<file path="src/rtl/id_ex_operand_stage.sv">
// ID/EX pipeline register with EX-stage operand forwarding and load-use detection.
// Define ID_EX_FORWARD_EN to enable the EX/MEM and MEM/WB forwarding network.
module id_ex_operand_stage #(
  parameter int unsigned DW   = 32,
  parameter int unsigned RW   = 5,
  parameter int unsigned CNTW = 16
) (
  input  logic            clk,
  input  logic            btnc_i,
  input  logic            stall_i,
  input  logic            flush_i,
  input  logic            id_valid_i,
  input  logic [DW-1:0]   id_rs_data_i,
  input  logic [DW-1:0]   id_rt_data_i,
  input  logic [DW-1:0]   id_imm_i,
  input  logic [RW-1:0]   id_rs_i,
  input  logic [RW-1:0]   id_rt_i,
  input  logic [RW-1:0]   id_rd_i,
  input  logic            id_reg_dst_i,
  input  logic            id_alu_src_i,
  input  logic [1:0]      id_alu_op_i,
  input  logic [5:0]      id_funct_i,
  input  logic            id_reg_write_i,
  input  logic            id_mem_read_i,
  input  logic            id_mem_write_i,
  input  logic            id_mem_to_reg_i,
  input  logic            exmem_reg_write_i,
  input  logic [RW-1:0]   exmem_rd_i,
  input  logic [DW-1:0]   exmem_result_i,
  input  logic            memwb_reg_write_i,
  input  logic [RW-1:0]   memwb_rd_i,
  input  logic [DW-1:0]   memwb_result_i,
  output logic [DW-1:0]   alu1_o,
  output logic [DW-1:0]   alu2_o,
  output logic [3:0]      alu_control_o,
  output logic [DW-1:0]   ex_store_data_o,
  output logic [RW-1:0]   ex_dest_o,
  output logic            ex_valid_o,
  output logic            ex_reg_write_o,
  output logic            ex_mem_read_o,
  output logic            ex_mem_write_o,
  output logic            ex_mem_to_reg_o,
  output logic            load_use_o,
  output logic [CNTW-1:0] bubble_cnt_o
);

  logic            valid_q, valid_d;
  logic            reg_write_q, reg_write_d;
  logic            mem_read_q, mem_read_d;
  logic            mem_write_q, mem_write_d;
  logic            mem_to_reg_q, mem_to_reg_d;
  logic            alu_src_q, alu_src_d;
  logic [DW-1:0]   rs_data_q, rs_data_d;
  logic [DW-1:0]   rt_data_q, rt_data_d;
  logic [DW-1:0]   imm_q, imm_d;
  logic [RW-1:0]   rs_q, rs_d;
  logic [RW-1:0]   rt_q, rt_d;
  logic [RW-1:0]   dest_q, dest_d;
  logic [3:0]      alu_ctrl_q, alu_ctrl_d;
  logic [CNTW-1:0] bubble_cnt_q, bubble_cnt_d;

  logic [3:0]      alu_ctrl_dec;
  logic [CNTW-1:0] bubble_cnt_inc;
  logic [DW-1:0]   rs_fwd, rt_fwd;

  // 1111 tells the ALU to hold its previous result for unknown functs.
  always_comb begin
    alu_ctrl_dec = 4'b1111;
    unique case (id_alu_op_i)
      2'b00: alu_ctrl_dec = 4'b0010;
      2'b01: alu_ctrl_dec = 4'b0110;
      2'b11: alu_ctrl_dec = 4'b0001;
      2'b10: begin
        case (id_funct_i)
          6'b100000: alu_ctrl_dec = 4'b0010;
          6'b100010: alu_ctrl_dec = 4'b0110;
          6'b100100: alu_ctrl_dec = 4'b0000;
          6'b100101: alu_ctrl_dec = 4'b0001;
          6'b101010: alu_ctrl_dec = 4'b0111;
          default:   alu_ctrl_dec = 4'b1111;
        endcase
      end
      default: alu_ctrl_dec = 4'b1111;
    endcase
  end

  assign bubble_cnt_inc = (bubble_cnt_q == {CNTW{1'b1}}) ? bubble_cnt_q
                                                         : bubble_cnt_q + CNTW'(1);

  always_comb begin
    valid_d      = valid_q;
    reg_write_d  = reg_write_q;
    mem_read_d   = mem_read_q;
    mem_write_d  = mem_write_q;
    mem_to_reg_d = mem_to_reg_q;
    alu_src_d    = alu_src_q;
    rs_data_d    = rs_data_q;
    rt_data_d    = rt_data_q;
    imm_d        = imm_q;
    rs_d         = rs_q;
    rt_d         = rt_q;
    dest_d       = dest_q;
    alu_ctrl_d   = alu_ctrl_q;
    bubble_cnt_d = bubble_cnt_q;
    if (flush_i) begin
      // Bubble: only validity and control are killed, datapath fields hold.
      valid_d      = 1'b0;
      reg_write_d  = 1'b0;
      mem_read_d   = 1'b0;
      mem_write_d  = 1'b0;
      mem_to_reg_d = 1'b0;
      bubble_cnt_d = bubble_cnt_inc;
    end else if (!stall_i) begin
      valid_d      = id_valid_i;
      reg_write_d  = id_valid_i & id_reg_write_i;
      mem_read_d   = id_valid_i & id_mem_read_i;
      mem_write_d  = id_valid_i & id_mem_write_i;
      mem_to_reg_d = id_valid_i & id_mem_to_reg_i;
      alu_src_d    = id_alu_src_i;
      rs_data_d    = id_rs_data_i;
      rt_data_d    = id_rt_data_i;
      imm_d        = id_imm_i;
      rs_d         = id_rs_i;
      rt_d         = id_rt_i;
      dest_d       = id_reg_dst_i ? id_rd_i : id_rt_i;
      alu_ctrl_d   = alu_ctrl_dec;
      if (!id_valid_i) bubble_cnt_d = bubble_cnt_inc;
    end
  end

  always_ff @(posedge clk) begin
    if (btnc_i) begin
      valid_q      <= 1'b0;
      reg_write_q  <= 1'b0;
      mem_read_q   <= 1'b0;
      mem_write_q  <= 1'b0;
      mem_to_reg_q <= 1'b0;
      alu_src_q    <= 1'b0;
      rs_data_q    <= '0;
      rt_data_q    <= '0;
      imm_q        <= '0;
      rs_q         <= '0;
      rt_q         <= '0;
      dest_q       <= '0;
      alu_ctrl_q   <= 4'b0000;
      bubble_cnt_q <= '0;
    end else begin
      valid_q      <= valid_d;
      reg_write_q  <= reg_write_d;
      mem_read_q   <= mem_read_d;
      mem_write_q  <= mem_write_d;
      mem_to_reg_q <= mem_to_reg_d;
      alu_src_q    <= alu_src_d;
      rs_data_q    <= rs_data_d;
      rt_data_q    <= rt_data_d;
      imm_q        <= imm_d;
      rs_q         <= rs_d;
      rt_q         <= rt_d;
      dest_q       <= dest_d;
      alu_ctrl_q   <= alu_ctrl_d;
      bubble_cnt_q <= bubble_cnt_d;
    end
  end

`ifdef ID_EX_FORWARD_EN
  always_comb begin
    rs_fwd = rs_data_q;
    rt_fwd = rt_data_q;
    if (exmem_reg_write_i && (exmem_rd_i != '0) && (exmem_rd_i == rs_q)) begin
      rs_fwd = exmem_result_i;
    end else if (memwb_reg_write_i && (memwb_rd_i != '0) && (memwb_rd_i == rs_q)) begin
      rs_fwd = memwb_result_i;
    end
    if (exmem_reg_write_i && (exmem_rd_i != '0) && (exmem_rd_i == rt_q)) begin
      rt_fwd = exmem_result_i;
    end else if (memwb_reg_write_i && (memwb_rd_i != '0) && (memwb_rd_i == rt_q)) begin
      rt_fwd = memwb_result_i;
    end
  end

  assign load_use_o = valid_q & mem_read_q & (dest_q != '0) &
                      ((dest_q == id_rs_i) | (dest_q == id_rt_i));
`else
  assign rs_fwd = rs_data_q;
  assign rt_fwd = rt_data_q;

  // Without forwarding any in-flight writer to a source register is a hazard.
  assign load_use_o = valid_q & (mem_read_q | reg_write_q) & (dest_q != '0) &
                      ((dest_q == id_rs_i) | (dest_q == id_rt_i));

  logic unused_fwd;
  assign unused_fwd = ^{exmem_reg_write_i, exmem_rd_i, exmem_result_i,
                        memwb_reg_write_i, memwb_rd_i, memwb_result_i, rs_q, rt_q};
`endif

  assign alu1_o          = rs_fwd;
  assign alu2_o          = alu_src_q ? imm_q : rt_fwd;
  assign ex_store_data_o = rt_fwd;
  assign alu_control_o   = alu_ctrl_q;
  assign ex_dest_o       = dest_q;
  assign ex_valid_o      = valid_q;
  assign ex_reg_write_o  = reg_write_q;
  assign ex_mem_read_o   = mem_read_q;
  assign ex_mem_write_o  = mem_write_q;
  assign ex_mem_to_reg_o = mem_to_reg_q;
  assign bubble_cnt_o    = bubble_cnt_q;

endmodule

</file>
<file path="config.mk">
export PLATFORM = sky130hd
export DESIGN_NAME = id_ex_operand_stage
export DESIGN_NICKNAME = d
export VERILOG_FILES = /design/src/rtl/id_ex_operand_stage.sv
export SDC_FILE = /design/constraint.sdc
export NUM_CORES = 1
export LEC_CHECK = 0
export CAP_MARGIN = 20
export CORE_AREA = 2 2 131 133
export CTS_BUF_LIST = sky130_fd_sc_hd__clkbuf_16
export DETAILED_ROUTE_END_ITERATION = 16
export DIE_AREA = 0 0 133 135
export PLACE_DENSITY_LB_ADDON = 0.12
export SYNTH_ARGS = -nofsm -noshare
export SYNTH_HDL_FRONTEND = slang
export SYNTH_SLANG_ARGS = --single-unit
</file>
<file path="constraint.sdc">
create_clock -name clk -period 1.8 [get_ports clk]
set_input_delay 0.36 -clock clk [delete_from_list [all_inputs] [get_ports clk]]
set_output_delay 0.36 -clock clk [all_outputs]
set_load 0.01 [all_outputs]
</file>
==> summary.txt <==
Status = finished with violations
Failing checks = setup timing
Worst path arrival time = 1.65 ns
Row count = 47
Antenna viol nets, final = 0
Worst R2R End = bubble_cnt_o[2]$_SDFFE_PP0P_
Hold Buf Count CTS = 0
PortBufs = 256
Layout cell share with drive strength beyond 1 = 18.60%
Residual DRC count = 0
DIE WIDTH = 133 microns
Pwr Density = 800.0 nW/um^2
RSZ-0062 raised after global routing = true
P_int = 0.005651 W
H-tree Lvls = 4
Post-synth EDFFs = 0
Area share of the largest cell type after synthesis = 47.54%
Register area share after synthesis = 47.54%
Clock network fraction of total power = 43.4%
Layout area overhead = 74.45%
Setup violations, final = 32
Syn Inst Count = 644
Combinational share of power = 16.2%
Initial antenna violation count = 0
Max-slew violation count = 0
Levels on crit path = 6
Worst r2r src = bubble_cnt_o[10]$_SDFFE_PP0P_
DRT Pass-1 Iters = 5
Synth area leaders = dfxtp_1, nand2_1, a21oi_1
Mapped Area = 5348 sq um
Slew headroom = 68.26%
Num ports = 333
Initial Util = 32.59%
Critical-path top delay cell = clkdlybuf4s50_1
R2r worst-path depth = 5
Max clock buf depth = 2
Worst-path cell chain = clkdlybuf4s50_1 > xor2_1 > nor3_2 > nand3_1 > a21oi_1 > buf_2
Tot GR Track Use = 20.54%
Synthesis Warnings = 0
Max-Cap Viols = 0
GRT Residual Overflow = 0
CTS buffer count = 17
Syn_area_per_cell = 8.304 sq um
Total Negative Setup Slacks = -2.487 ns
DRT iter0 DRCs = 227
Crit path buffers/inverters = 2
DR vias/cell = 4.873
CTS tree = done
CTS Root Cell = clkbuf_16
Max VDD drop = 0.6085 mV
Slew @ Worst Pin = 0.4694 ns
Achievable Freq = 497.6 MHz
Sw Ratio = 24.29%
Core Area = 16410 sq um
Worst R2R Setup Slack = 0.13 ns
Critical setup path kind = primary input to primary output
End of the critical path = load_use_o
WHS = 0.3526 ns
First-pass GRT wire length = 29300 microns
Seq. cell area = 2565 sq um
Via Count = 5657
Power, Total = 0.007463 W
Final min period = 2.010 ns
Worst hold path class = primary input to flop
Half-perimeter wire length after placement = 13210 microns
Crit path capture type = primary output
Worst Setup SP = id_rt_i[0]
Leakage = 3.617 nW
Crit Path Max Fanout = 2
Gp weighted congestion = 0.8588
Crit-path max cell delay = 0.45 ns
Final Hold Viols = 0
Synth area leader = dfxtp_1
Top_reg_cell synth = dfxtp_1
Sequential Power Share = 40.4%
Vias in the first global route = 5727
CTS Sinks = 127
Die area = 17960 sq um
Fin nets = 1135
Worst-path clk slew = 0.06 ns
Critical path's top delay family = buffers and inverters
Period Utilization, post-route = 111.6%
Largest net degree at the start of global routing = 79
Ant. Diodes = 0
Final core occ = 56.86%
Seq cells post-synth = 127
Switching Power = 0.001813 W
Fill cells = 1453
Ys async rst share = 0%
Synth unique cells = 52
Die Height = 135 microns
CP startpoint kind = primary input
Skew-Pair Late Insertion Delay = 0.42 ns
Net Count, Synth = 851
Multi-input gate area = 2714 sq um
Final WS setup = -0.2096 ns
DRT Wirelength = 18480 microns
Crit path required time = 1.44 ns
Fin Clk Skew = 0.008313 ns
DR WL/cell = 15.92 microns
final cells by class:
type / count / area share, %
clock buffer: 17 / 4.560
clock inverter: 15 / 1.395
inverter: 7 / 0.2817
multi-input combinational: 466 / 29.09
sequential: 127 / 27.49
tap: 220 / 2.951
timing repair buffer: 309 / 34.23
per-stage QoR:
stage	setup slack [ns]	area, sq um	std cells
after floorplan	0.06141	5348	644
after global placement	-0.6952	8396	1120
after detailed placement	-0.6777	8396	1120
after CTS	-0.2021	9305	1161
after global routing	-0.2549	9329	1161
final	-0.2096	9329	1161
what timing repair did:
item                       4_1_cts  5_1_grt
hold endpoints to repair         0        0
buffers inserted                 6        3
pin swaps                        2        0
resized for setup              224       19
setup endpoints to repair       46       41
gates cloned                     4        0
placed cells by master, fill, tap and decap left out, types with 5 or more instances in the layout:
master | Yosys | routed
a211oi_1 | 7 | 7
a21oi_1 | 111 | 111
buf_12 | 0 | 10
buf_4 | 0 | 37
buf_6 | 1 | 35
clkbuf_16 | 0 | 17
clkdlybuf4s50_1 | 0 | 210
clkinvlp_4 | 0 | 5
dfxtp_1 | 127 | 113
dfxtp_2 | 0 | 12
dlygate4sd2_1 | 0 | 9
inv_1 | 7 | 9
mux2_4 | 0 | 32
mux2i_1 | 6 | 6
nand2_1 | 203 | 203
nand3_1 | 6 | 6
nand4_1 | 5 | 5
nor2_1 | 11 | 10
nor3_1 | 8 | 6
o21ai_0 | 12 | 12
or3_1 | 5 | 5
xor2_1 | 6 | 6
cells in the mapped netlist, types with 6 or more instances:
cell type,n
buf_2,10
mux2_2,32
clkbuf_1,29
a21oi_1,111
nand3_1,6
dfxtp_1,127
mux2i_1,6
o21ai_0,12
inv_1,7
a211oi_1,7
nand2_1,203
nor3_1,8
xor2_1,6
nor2_1,11
flip-flops by register name, indices dropped and copies added (netlist names), 4 cells and up:
name,count
alu1_o,32
alu_control_o,4
bubble_cnt_o,16
ex_dest_o,5
ex_store_data_o,32
imm_q,32
power groups by stage:
stage	clock network (W)	logic [W]	registers, W
2_1_floorplan	0	0.000382	0.00310
3_3_place_gp	0	0.00111	0.00306
3_5_place_dp	0	0.00113	0.00307
4_1_cts	0.00331	0.00122	0.00301
5_1_grt	0.00344	0.00130	0.00303
6_report	0.00324	0.00121	0.00302
worst min path at each step:
stage	startpoint	end	cells past startpoint
finish	btnc_i	alu1_o[17]$_SDFFE_PP0P_	2
floorplan	imm_q[31]$_SDFFE_PP0P_	imm_q[31]$_SDFFE_PP0P_	2
CTS	btnc_i	bubble_cnt_o[13]$_SDFFE_PP0P_	2
global route	btnc_i	bubble_cnt_o[15]$_SDFFE_PP0P_	2
detailed placement	alu1_o[14]$_SDFFE_PP0P_	alu1_o[14]$_SDFFE_PP0P_	2
global placement	imm_q[31]$_SDFFE_PP0P_	imm_q[31]$_SDFFE_PP0P_	2
kinds of logic after synthesis:
group	Yosys count	share of synthesized area, %
AND/OR/NAND/NOR	265	22.20
AO/OA/AOI/OAI	150	15.58
flip-flops	127	47.54
buffers and inverters	51	4.516
multiplexers	40	8.283
XOR/XNOR	10	1.638
adder cells (fa/ha/maj)	1	0.2339
per-layer routing:
metal | wire length, microns | share of wire [%] | track usage, % | up-vias
li1 | - | - | - | 2771
met1 | 7739 | 42 | 23.84 | 2645
met2 | 8964 | 49 | 35.55 | 209
met3 | 1371 | 7.4 | 6.569 | 32
met4 | 403 | 2.2 | 7.587 | 0
met5 | 0 | 0 | 0 | -
worst register-to-register path, delay by kind of cell, from the launching register on:
| kind | cells | cell delay, ns |
|---|---|---|
| flip-flops | 1 | 0.43 |
| AO/OA/AOI/OAI | 1 | 0.25 |
| buffers and inverters | 1 | 0.15 |
| AND/OR/NAND/NOR | 3 | 0.75 |
Note: power is estimated with default switching activity, not from simulation.
